$ cat src/rtl/mips_ctrl_pkg.sv
// Shared constants for the multi-cycle MIPS control unit: opcodes, FSM state
// encodings and the datapath mux-select encodings it drives.
package mips_ctrl_pkg;

    localparam logic [5:0] OP_R    = 6'h00;
    localparam logic [5:0] OP_J    = 6'h02;
    localparam logic [5:0] OP_BEQ  = 6'h04;
    localparam logic [5:0] OP_ADDI = 6'h08;
    localparam logic [5:0] OP_LW   = 6'h23;
    localparam logic [5:0] OP_SW   = 6'h2B;

    typedef enum logic [3:0] {
        S_FETCH     = 4'd0,
        S_DECODE    = 4'd1,
        S_MEM_ADDR  = 4'd2,
        S_MEM_READ  = 4'd3,
        S_MEM_WB    = 4'd4,
        S_MEM_WRITE = 4'd5,
        S_EXECUTE   = 4'd6,
        S_R_WB      = 4'd7,
        S_BRANCH    = 4'd8,
        S_JUMP      = 4'd9,
        S_ADDI_EX   = 4'd10,
        S_ADDI_WB   = 4'd11
    } state_e;

    localparam logic [1:0] SRCB_REG    = 2'b00;
    localparam logic [1:0] SRCB_FOUR   = 2'b01;
    localparam logic [1:0] SRCB_IMM    = 2'b10;
    localparam logic [1:0] SRCB_IMM_SH = 2'b11;

    localparam logic [1:0] ALUOP_ADD   = 2'b00;
    localparam logic [1:0] ALUOP_SUB   = 2'b01;
    localparam logic [1:0] ALUOP_FUNCT = 2'b10;

    localparam logic [1:0] PCSRC_ALU    = 2'b00;
    localparam logic [1:0] PCSRC_ALUOUT = 2'b01;
    localparam logic [1:0] PCSRC_JUMP   = 2'b10;

endpackage

$ cat src/rtl/mips_multicycle_ctrl.sv
// Multi-cycle MIPS control FSM: sequences fetch/decode/execute/memory/write-back
// and drives every datapath select and enable, stalling on mem_ready_i.
//
//  state     | meaning
//  ----------+--------------------------------------------------
//  FETCH     | read instruction at PC, PC+4 -> PC on mem_ready
//  DECODE    | read regs, precompute branch target, dispatch
//  MEM_ADDR  | base + sign-ext offset for lw/sw
//  MEM_READ  | data read at ALUOut, wait for mem_ready
//  MEM_WB    | MDR -> rt
//  MEM_WRITE | store B at ALUOut, wait for mem_ready
//  EXECUTE   | R-type ALU operation
//  R_WB      | ALUOut -> rd
//  BRANCH    | compare A-B, take branch if zero
//  JUMP      | load jump target into PC
//  ADDI_EX   | A + sign-ext imm
//  ADDI_WB   | ALUOut -> rt
import mips_ctrl_pkg::*;

module mips_multicycle_ctrl (
    input  logic       clk_i,
    input  logic       rst_i,
    input  logic [5:0] opcode_i,
    input  logic       zero_i,
    input  logic       mem_ready_i,
    output logic       pc_en_o,
    output logic       iord_o,
    output logic       mem_read_o,
    output logic       mem_write_o,
    output logic       ir_write_o,
    output logic       reg_dst_o,
    output logic       mem_to_reg_o,
    output logic       reg_write_o,
    output logic       alu_src_a_o,
    output logic [1:0] alu_src_b_o,
    output logic [1:0] alu_op_o,
    output logic [1:0] pc_source_o,
    output logic       instr_done_o,
    output logic       illegal_o
);

    state_e state_q, state_d;
    logic   illegal_q, illegal_d;

    always_ff @(posedge clk_i or posedge rst_i) begin
        if (rst_i) begin
            state_q   <= S_FETCH;
            illegal_q <= 1'b0;
        end else begin
            state_q   <= state_d;
            illegal_q <= illegal_d;
        end
    end

    always_comb begin
        state_d   = state_q;
        illegal_d = illegal_q;
        case (state_q)
            S_FETCH: begin
                if (mem_ready_i) state_d = S_DECODE;
            end
            S_DECODE: begin
                case (opcode_i)
                    OP_LW, OP_SW: state_d = S_MEM_ADDR;
                    OP_R:         state_d = S_EXECUTE;
                    OP_BEQ:       state_d = S_BRANCH;
                    OP_J:         state_d = S_JUMP;
                    OP_ADDI:      state_d = S_ADDI_EX;
                    default: begin
                        state_d   = S_FETCH;
                        illegal_d = 1'b1;
                    end
                endcase
            end
            S_MEM_ADDR: begin
                if (opcode_i == OP_SW) state_d = S_MEM_WRITE;
                else                   state_d = S_MEM_READ;
            end
            S_MEM_READ: begin
                if (mem_ready_i) state_d = S_MEM_WB;
            end
            S_MEM_WRITE: begin
                if (mem_ready_i) state_d = S_FETCH;
            end
            S_EXECUTE: state_d = S_R_WB;
            S_ADDI_EX: state_d = S_ADDI_WB;
            S_MEM_WB, S_R_WB, S_BRANCH, S_JUMP, S_ADDI_WB: state_d = S_FETCH;
            default:   state_d = S_FETCH;
        endcase
    end

    // Outputs are gated by rst_i directly so FETCH's read strobe cannot
    // escape while the state register is being held in reset.
    always_comb begin
        pc_en_o      = 1'b0;
        iord_o       = 1'b0;
        mem_read_o   = 1'b0;
        mem_write_o  = 1'b0;
        ir_write_o   = 1'b0;
        reg_dst_o    = 1'b0;
        mem_to_reg_o = 1'b0;
        reg_write_o  = 1'b0;
        alu_src_a_o  = 1'b0;
        alu_src_b_o  = SRCB_REG;
        alu_op_o     = ALUOP_ADD;
        pc_source_o  = PCSRC_ALU;
        instr_done_o = 1'b0;
        illegal_o    = 1'b0;
        if (!rst_i) begin
            illegal_o = illegal_q;
            case (state_q)
                S_FETCH: begin
                    mem_read_o  = 1'b1;
                    alu_src_b_o = SRCB_FOUR;
                    ir_write_o  = mem_ready_i;
                    pc_en_o     = mem_ready_i;
                end
                S_DECODE: begin
                    alu_src_b_o = SRCB_IMM_SH;
                    case (opcode_i)
                        OP_LW, OP_SW, OP_R, OP_BEQ, OP_J, OP_ADDI: instr_done_o = 1'b0;
                        default:                                    instr_done_o = 1'b1;
                    endcase
                end
                S_MEM_ADDR: begin
                    alu_src_a_o = 1'b1;
                    alu_src_b_o = SRCB_IMM;
                end
                S_MEM_READ: begin
                    mem_read_o = 1'b1;
                    iord_o     = 1'b1;
                end
                S_MEM_WB: begin
                    mem_to_reg_o = 1'b1;
                    reg_write_o  = 1'b1;
                    instr_done_o = 1'b1;
                end
                S_MEM_WRITE: begin
                    mem_write_o  = 1'b1;
                    iord_o       = 1'b1;
                    instr_done_o = mem_ready_i;
                end
                S_EXECUTE: begin
                    alu_src_a_o = 1'b1;
                    alu_op_o    = ALUOP_FUNCT;
                end
                S_R_WB: begin
                    reg_dst_o    = 1'b1;
                    reg_write_o  = 1'b1;
                    instr_done_o = 1'b1;
                end
                S_BRANCH: begin
                    alu_src_a_o  = 1'b1;
                    alu_op_o     = ALUOP_SUB;
                    pc_source_o  = PCSRC_ALUOUT;
                    pc_en_o      = zero_i;
                    instr_done_o = 1'b1;
                end
                S_JUMP: begin
                    pc_source_o  = PCSRC_JUMP;
                    pc_en_o      = 1'b1;
                    instr_done_o = 1'b1;
                end
                S_ADDI_EX: begin
                    alu_src_a_o = 1'b1;
                    alu_src_b_o = SRCB_IMM;
                end
                S_ADDI_WB: begin
                    reg_write_o  = 1'b1;
                    instr_done_o = 1'b1;
                end
                default: ;
            endcase
        end
    end

endmodule

$ cat config.mk
export PLATFORM = sky130hd
export DESIGN_NAME = mips_multicycle_ctrl
export DESIGN_NICKNAME = d
export VERILOG_FILES = /design/src/rtl/mips_ctrl_pkg.sv /design/src/rtl/mips_multicycle_ctrl.sv
export SDC_FILE = /design/constraint.sdc
export NUM_CORES = 1
export LEC_CHECK = 0
export ABC_AREA = 1
export BUFFER_PORTS_ARGS = -buffer_cell sky130_fd_sc_hd__clkbuf_2
export CAP_MARGIN = 10
export CORE_AREA = 2 2 39 41
export DETAILED_ROUTE_END_ITERATION = 8
export DIE_AREA = 0 0 41 43
export GPL_TIMING_DRIVEN = 1
export PLACE_DENSITY_LB_ADDON = 0.05
export SETUP_SLACK_MARGIN = 0.3
export SLEW_MARGIN = 20
export SYNTH_ARGS = -nofsm -noshare
export SYNTH_HDL_FRONTEND = slang
export SYNTH_SLANG_ARGS = --single-unit
export TNS_END_PERCENT = 50
$ cat constraint.sdc
create_clock -name clk_i -period 1.9 [get_ports clk_i]
set_input_delay 0.285 -clock clk_i [delete_from_list [all_inputs] [get_ports clk_i]]
set_output_delay 0.285 -clock clk_i [all_outputs]
set_load 0.03 [all_outputs]
==> results of run 1 <==
Yosys cell counts (all sizes together):
| master | count | share of area |
|---|---|---|
| nand2 | 31 | 0.19 |
| nor2 | 29 | 0.21 |
| inv | 19 | 0.12 |
| nand3 | 13 | 0.11 |
| a21oi | 5 | 0.041 |
| dfrtp | 5 | 0.20 |
| o21ai | 5 | 0.041 |
| nor3 | 4 | 0.041 |
| clkbuf | 2 | 0.012 |
| buf | 1 | 0.012 |
| nand3b | 1 | 0.012 |
| o21bai | 1 | 0.012 |
per-layer routing:
layer / share of wire / vias to the layer above
li1: - / 424
met5: 0 / -
met4: 0.018 / 0
met3: 0.038 / 4
met2: 0.50 / 27
met1: 0.45 / 363
worst max-delay path, stage by stage, from the launching register on:
cell	delay, ps
dfrtp_2	450
nor2_4	150
buf_4	120
nand2_2	90
nor3_4	130
o21bai_1	130
buf_4	180
area by class of cell:
class	count	area share
clock buffer	4	0.0295
inverter	19	0.0802
multi-input combinational	89	0.499
sequential	5	0.146
tap	16	0.0225
timing repair buffer	32	0.222
worst paths after layout:
path	from	endpoint	slack, ps
worst min-delay path	rst_i	state_q[2]	230
worst max register to register	state_q[2]	state_q[2]	620
worst max-delay path	state_q[2]	pc_en_o	110
min in group clk_i	opcode_i[2]	state_q[1]	390
max in group asynchronous	rst_i	state_q[0]	1550
worst min register to register	illegal_q	illegal_q	480
cell families after synthesis:
kind of cell           after synthesis
AND/OR/NAND/NOR                     78
buffers and inverters               22
AO/OA/AOI/OAI                       11
flip-flops                           5
cells in the final DEF (no fill, tap or decap):
cell type / count
nand3_1: 12
nor2_4: 5
nor2_2: 4
clkbuf_2: 17
nand2_2: 2
clkbuf_4: 4
nor2_1: 20
nand3_2: 1
o21bai_1: 1
nand3b_1: 1
buf_4: 14
inv_2: 7
nand2_1: 29
dfrtp_1: 1
o21ai_0: 2
nor3_4: 1
clkbuf_1: 1
o21ai_1: 3
a21oi_1: 5
dfrtp_2: 4
nor3_1: 3
inv_1: 12
through the flow:
stage / setup slack, ps / utilization
floorplan: 235 / -
detailed placement: 257 / 0.555
global route: 59.9 / 0.643
CTS: 101 / 0.616
finish: 111 / 0.643
global placement: 294 / 0.555
registers in the layout, summed over array words and instances (netlist names):
register / cells
illegal_q: 1
state_q: 4
power by group:
part / switching, mW / internal (mW)
Combinational: 0.495 / 0.304
Clock: 0.0458 / 0.0796
Sequential: 0.0689 / 0.142
timing repair:
action                                 CTS  global route
setup buffers                            4             1
resized for setup                       11            23
endpoints found under the hold margin    0             0
pin swaps                                4             3
setup endpoints to repair               12            16
==> impl_metrics.yaml, run 1 <==
logic_synthesis:
  syn-num-nets: 126
  avgSynthCellArea_um2: 5.32
  netlist_area_um2: 617
  yosysUniqueCellTypes: 18
  ys_seq_area_frac: 0.203
  synth-simple-area-share: 0.564
  synth_mux_area_frac: 0
  yosys_warnings: 0
  synth_fa_ha_area_frac: 0
  synth-compound-area-share: 0.0933
  syn_inst: 116
  synthXorXnorAreaFrac: 0
  synth_top_family_by_area: "simple AND/OR/NAND/NOR gates"
  synth_seq_cells: 5
timing:
  drv_slew: 0
  worst_pin_slew_ps: 344
  fin_hold_ws_ps: 229
  max_freq_mhz: 559
  relSlewSlack: 0.771
  final.setup_skew_ps: 6.13
  period_share: 0.942
  final_hold_viol_count: 0
  grt_setup_unrepaired: "yes"
  fin_crit_ps: 1790
  tns_ps: 0
  setup_viol: 0
worst_setup_path:
  crit_path_start_kind: "flop"
  crit_fanout: 4
  cp-end-kind: "primary output"
  path_class: "reg2out"
  crit_required_ps: 1620
  crit_arrival_ps: 1500
  r2r.worst_path.cells: 8
route:
  drt_first_pass_iters: 4
  drc_errors: 0
  viasPerCell: 4.96
  finalWirelength_um: 1710
  avgRoutedWirePerCell_um: 10.4
  dr.first_iter.drc_count: 12
  ant_nets: 0
  vias: 818
grt:
  grt_max_degree: 17
  grt_overflow_total: 0
  grt_use_met2: 0.297
  antenna_found_initial: 0
  grt_use_total: 0.208
  grt_pass1_vias: 680
  busiest_layer: "met2"
  met1_usage: 0.290
  grt_util_met3: 0.0157
  grt_pass1_wl_um: 2590
floorplanning:
  rows: 14
  die-area_um2: 1760
  fp.dieW_um: 41
  core_area_um2: 1380
  die_h_um: 43
  start_util: 0.446
  num_io_pins: 27
finish:
  area_growth_pct: 44.2
  fillers: 136
  fin_nets: 160
  final_cells: 165
  num_antenna_cells: 0
  layout-drive-gt1-share: 0.396
  stdcell_area_um2: 890
  multiInputGateArea_um2: 444
  seqCellArea_um2: 130
power:
  vdd_ir_drop_max_v: 0.000750
  fin_total_pwr_mw: 1.13
  leakage_nw: 0.513
  pwr_density_cell_nw_per_um2: 1280
cts:
  cts_made_buffers: 3
  cts_num_sinks: 5
  cts_buffer_depth: 2
  clock_latency_ps: 240
  clockRootBuffer: "clkbuf_4"
  hold_buffers: 0
  cts_tree: "done"
  clk_pin_slew_ps: 50
  cts_max_level: 1
placed_design:
  dp_hpwl_um: 1310
  dp_cells: 156
  place_area_um2: 768
  port_buffers: 26
  gp_congestion: 0.833
run:
  max_cap_violations: 0
worst_hold_path:
  min_path_type: "in2async"
run_status:
  status: "complete, no violations"
Note: power is estimated with default switching activity, not from simulation.
==> run 2: changes to the inputs <==
- RECOVER_POWER: default -> 50
==> run 2 against run 1 <==
Compared with the run above: utilization shrank 0.63 points; design area fell by 0.98%; wire length hardly changed; first-iteration DRC count unchanged; clock-buffer cell count unchanged; worst setup slack better by 5.3 ps; register-to-register slack barely moved; non-clock buffer count is the same; global-route usage unchanged.
==> impl_metrics.yaml, run 2 (synthesized netlist as in run 1, its figures left out) <==
timing:
  final.setup_skew_ps: 3.59
  worst_pin_slew_ps: 732
  period_share: 0.939
  relSlewSlack: 0.512
  tns_ps: 0
  grt_setup_unrepaired: "yes"
  drv_slew: 0
  final_hold_viol_count: 0
  max_freq_mhz: 561
  setup_viol: 0
  fin_crit_ps: 1780
finish:
  reg.largest.list: "state_q: 4 flops, illegal_q: 1 flops"
  area_growth_pct: 42.8
  fin_nets: 160
  final_util: 0.637
  final_common_cell: "nand2_1"
  largest-register: "state_q"
  fillers: 141
  largest_reg_flops: 4
  stdcell_area_um2: 881
  num_antenna_cells: 0
  final_cells: 165
  layout-drive-gt1-share: 0.362
  layout_common_cells: "nand2_1 (29), nor2_1 (20), clkbuf_2 (13), buf_4 (13)"
power:
  pwr_density_cell_nw_per_um2: 1290
  fin_total_pwr_mw: 1.13
  vdd_ir_drop_max_v: 0.000749
  leakage_nw: 0.497
grt:
  antenna_found_initial: 0
  grt_pass1_vias: 680
  busiest_layer: "met2"
  grt_overflow_total: 0
  grt_util_met3: 0.0157
  grt_pass1_wl_um: 2590
  grt_use_total: 0.208
  grt_max_degree: 17
  grt_use_met2: 0.297
  met1_usage: 0.290
worst_setup_path:
  crit_path_start_kind: "flop"
  crit_arrival_ps: 1500
  crit_required_ps: 1620
  rrSetupSlack_ps: 610
  path_class: "reg2out"
  cp-end-kind: "primary output"
  crit_fanout: 6
route:
  avgRoutedWirePerCell_um: 10.4
  vias: 823
  viasPerCell: 4.99
  finalWirelength_um: 1710
  ant_nets: 0
  drt_first_pass_iters: 4
  dr.first_iter.drc_count: 12
  drc_errors: 0
placed_design:
  dp_hpwl_um: 1310
  dp_cells: 156
  gp_congestion: 0.833
  port_buffers: 26
  place_area_um2: 768
cts:
  cts_made_buffers: 3
  hold_buffers: 0
  clk_pin_slew_ps: 50
  cts_buffer_depth: 2
  cts_max_level: 1
  clockRootBuffer: "clkbuf_4"
  cts_tree: "done"
  cts_num_sinks: 5
  clock_latency_ps: 240
floorplanning:
  rows: 14
  die-area_um2: 1760
  die_h_um: 43
  num_io_pins: 27
  fp.dieW_um: 41
  core_area_um2: 1380
  start_util: 0.446
run_status:
  status: "complete, no violations"
run:
  max_cap_violations: 0
worst_hold_path:
  min_path_type: "in2async"
run 2: worst max-delay path: stages, from the launching register on:
cell and delay, ps:
dfrtp_2 460, buf_4 160, nand2_1 100, nand2_1 60, nand2_1 70, nand2_1 50
nor2_1 100, nor2_1 50, buf_4 200
run 2: through the flow:
step                setup WS (ps)  hold slack (ps)
detailed placement            257              474
floorplan                     235              274
global route                 54.8              444
CTS                           101              237
global placement              294              495
finish                        116              382
run 2: final cells by class:
cell class,count,area [um^2],share of cell area
inverter,19,71.3,0.0810
multi-input combinational,89,444,0.504
clock buffer,4,26.3,0.0298
tap,16,20.0,0.0227
timing repair buffer,32,189,0.214
sequential,5,130,0.148
run 2: path summary, 6_finish.rpt:
check / from / to / depth (start not counted)
worst max-delay path: state_q[1] / instr_done_o / 8
worst min-delay path: rst_i / state_q[2] / 3
worst max register to register: state_q[2] / state_q[2] / 8
worst min register to register: illegal_q / illegal_q / 2
max in group asynchronous: rst_i / state_q[0] / 3
min in group clk_i: opcode_i[2] / state_q[1] / 5
run 2: report_power, final:
| group | internal [mW] | leakage, nW | switching [mW] |
|---|---|---|---|
| registers | 0.142 | 0.0561 | 0.0694 |
| logic | 0.302 | 0.426 | 0.495 |
| clock network | 0.0795 | 0.0150 | 0.0443 |
run 2: metal layers:
layer | wire length [um] | part of all wire | up-vias
li1 | - | - | 424
met1 | 749 | 0.44 | 368
met2 | 852 | 0.50 | 27
met3 | 82 | 0.048 | 4
met4 | 29 | 0.017 | 0
met5 | 0 | 0 | -
run 2: what timing repair did:
item / CTS / global route
pin swaps: 4 / 3
resized for setup: 11 / 23
setup buffers: 4 / 1
hold endpoints to repair: 0 / 0
setup endpoints to repair: 12 / 16
==> run 3: changes to the inputs <==
- CORE_AREA: 2 2 39 41 -> default
- CORE_UTILIZATION: default -> 45
- DIE_AREA: 0 0 41 43 -> default
==> run 3 against run 2 <==
Compared with the run above: highest routed layer is now met3; sequential power grew 5%; largest cell class unchanged; combinational power grew 24%; sequential cell count is the same; design area grew 8.2%.
==> impl_metrics.yaml, run 3 (synthesized netlist as in run 1, its figures left out) <==
run_status:
  status: "complete, no violations"
worst_hold_path:
  min_path_type: "in2reg"
grt:
  antenna_found_initial: 0
  grt_pass1_wl_um: 2940
  grt_use_total: 0.283
  grt_max_degree: 17
  grt_overflow_total: 0
  grt_pass1_vias: 709
power:
  leakage_nw: 0.540
  combinationalPowerShare: 0.742
  p_clk_frac: 0.091
  seqPwrFrac: 0.167
  p_int_mw: 0.657
  vdd_ir_drop_max_v: 0.00103
  fin_total_pwr_mw: 1.34
  switching_share: 0.508
  pwr_density_cell_nw_per_um2: 1400
  switchingPower_mw: 0.678
timing:
  period_share: 0.974
  fin_crit_ps: 1850
  final.setup_skew_ps: 3.37
  tns_ps: 0
  fin_hold_ws_ps: 412
  worst_pin_slew_ps: 791
  setup_viol: 0
  grt_setup_unrepaired: "yes"
  relSlewSlack: 0.473
  max_freq_mhz: 540
  setup_ws_ps: 49.3
  drv_slew: 0
  final_hold_viol_count: 0
worst_setup_path:
  crit_required_ps: 1620
  cpMostUsedCell: "nor2_1"
  crit_fanout: 6
  crit_path_start_kind: "flop"
  crit_chain: "inv_2, nand2_4, nor2_4, nand3_2, nor2_2, nor2_1, nor2_1, buf_4"
  r2r.worst_path.cells: 11
  r2r-end: "state_q[0]"
  rr_startpoint: "state_q[1]"
  critical-path-max-stage-delay_ps: 480
  crit_arrival_ps: 1570
  cp-end-kind: "primary output"
  rrSetupSlack_ps: 360
  path_class: "reg2out"
  crit_slowest_cell: "dfrtp_2"
  crit_end: "instr_done_o"
  crit_path_start: "state_q[1]"
finish:
  layout_common_cells: "nand2_1 (27), nor2_1 (21), buf_4 (16)"
  largest-register: "state_q"
  fin_nets: 165
  final_common_cell: "nand2_1"
  layout-drive-gt1-share: 0.403
  largest_reg_flops: 4
  final_cells: 168
  final_util: 0.804
  num_antenna_cells: 0
  area_growth_pct: 54.6
  stdcell_area_um2: 953
  reg.largest.list: "state_q: 4 flops, illegal_q: 1 flops"
cts:
  cts_tree: "done"
  cts_max_level: 1
  clk_pin_slew_ps: 40
  hold_buffers: 0
  cts_made_buffers: 3
  clockRootBuffer: "clkbuf_4"
  clock_latency_ps: 240
  cts_num_sinks: 5
  cts_buffer_depth: 2
route:
  vias: 854
  avgRoutedWirePerCell_um: 11.4
  drt_first_pass_iters: 4
  drc_errors: 0
  viasPerCell: 5.08
  dr.first_iter.drc_count: 50
  finalWirelength_um: 1920
  ant_nets: 0
placed_design:
  place_ws_ps: 244
  place_area_um2: 766
  dp_cells: 154
  gp_congestion: 0.892
  dp_hpwl_um: 1290
  port_buffers: 26
floorplanning:
  die_h_um: 39.0
  core_area_um2: 1190
  num_io_pins: 27
  die-area_um2: 1520
  fp.dieW_um: 39.0
  start_util: 0.520
  rows: 12
run:
  max_cap_violations: 0
[run 3: changes by cell type in the layout (fill, tap and decap cells not counted), sizes merged]
| cell | change |
|---|---|
| buf | +5 |
[run 3: critical path: cells and delay by family, from the launching register on]
kind | cells | cell delay (ps)
flip-flops | 1 | 480
AND/OR/NAND/NOR | 6 | 560
buffers and inverters | 2 | 290
[run 3: worst min path at each step]
stage / end / depth (start not counted) / slack, ps / from
6_report: state_q[1] / 5 / 410 / opcode_i[2]
5_1_grt: state_q[1] / 3 / 440 / rst_i
4_1_cts: state_q[1] / 3 / 250 / rst_i
3_5_place_dp: illegal_q / 2 / 480 / illegal_q
3_3_place_gp: state_q[0] / 3 / 500 / rst_i
2_1_floorplan: illegal_q / 2 / 270 / rst_i
[run 3: routing by layer]
layer  part of all wire  global-route usage
met5                  0                   0
met4                  0              0.0776
met3              0.065              0.0694
met2               0.50               0.479
met1               0.43               0.350
[run 3: cell type report]
class / instances / area (um^2)
clock buffer: 4 / 26.3
fill: 89 / 233
multi-input combinational: 89 / 465
tap: 14 / 17.5
inverter: 19 / 71.3
timing repair buffer: 37 / 243
sequential: 5 / 130
[run 3: repair_timing]
action                     4_1_cts  5_1_grt
pin swaps                        3        6
resized for setup               17       23
setup buffers                    4        6
setup endpoints to repair       14       16
[run 3: power groups by stage]
stage	Clock [mW]	Sequential [mW]	Combinational [mW]
4_1_cts	0.124	0.201	0.759
5_1_grt	0.137	0.227	1.07
2_1_floorplan	0	0.175	0.503
6_report	0.121	0.222	0.991
3_3_place_gp	0	0.181	0.636
3_5_place_dp	0	0.184	0.639
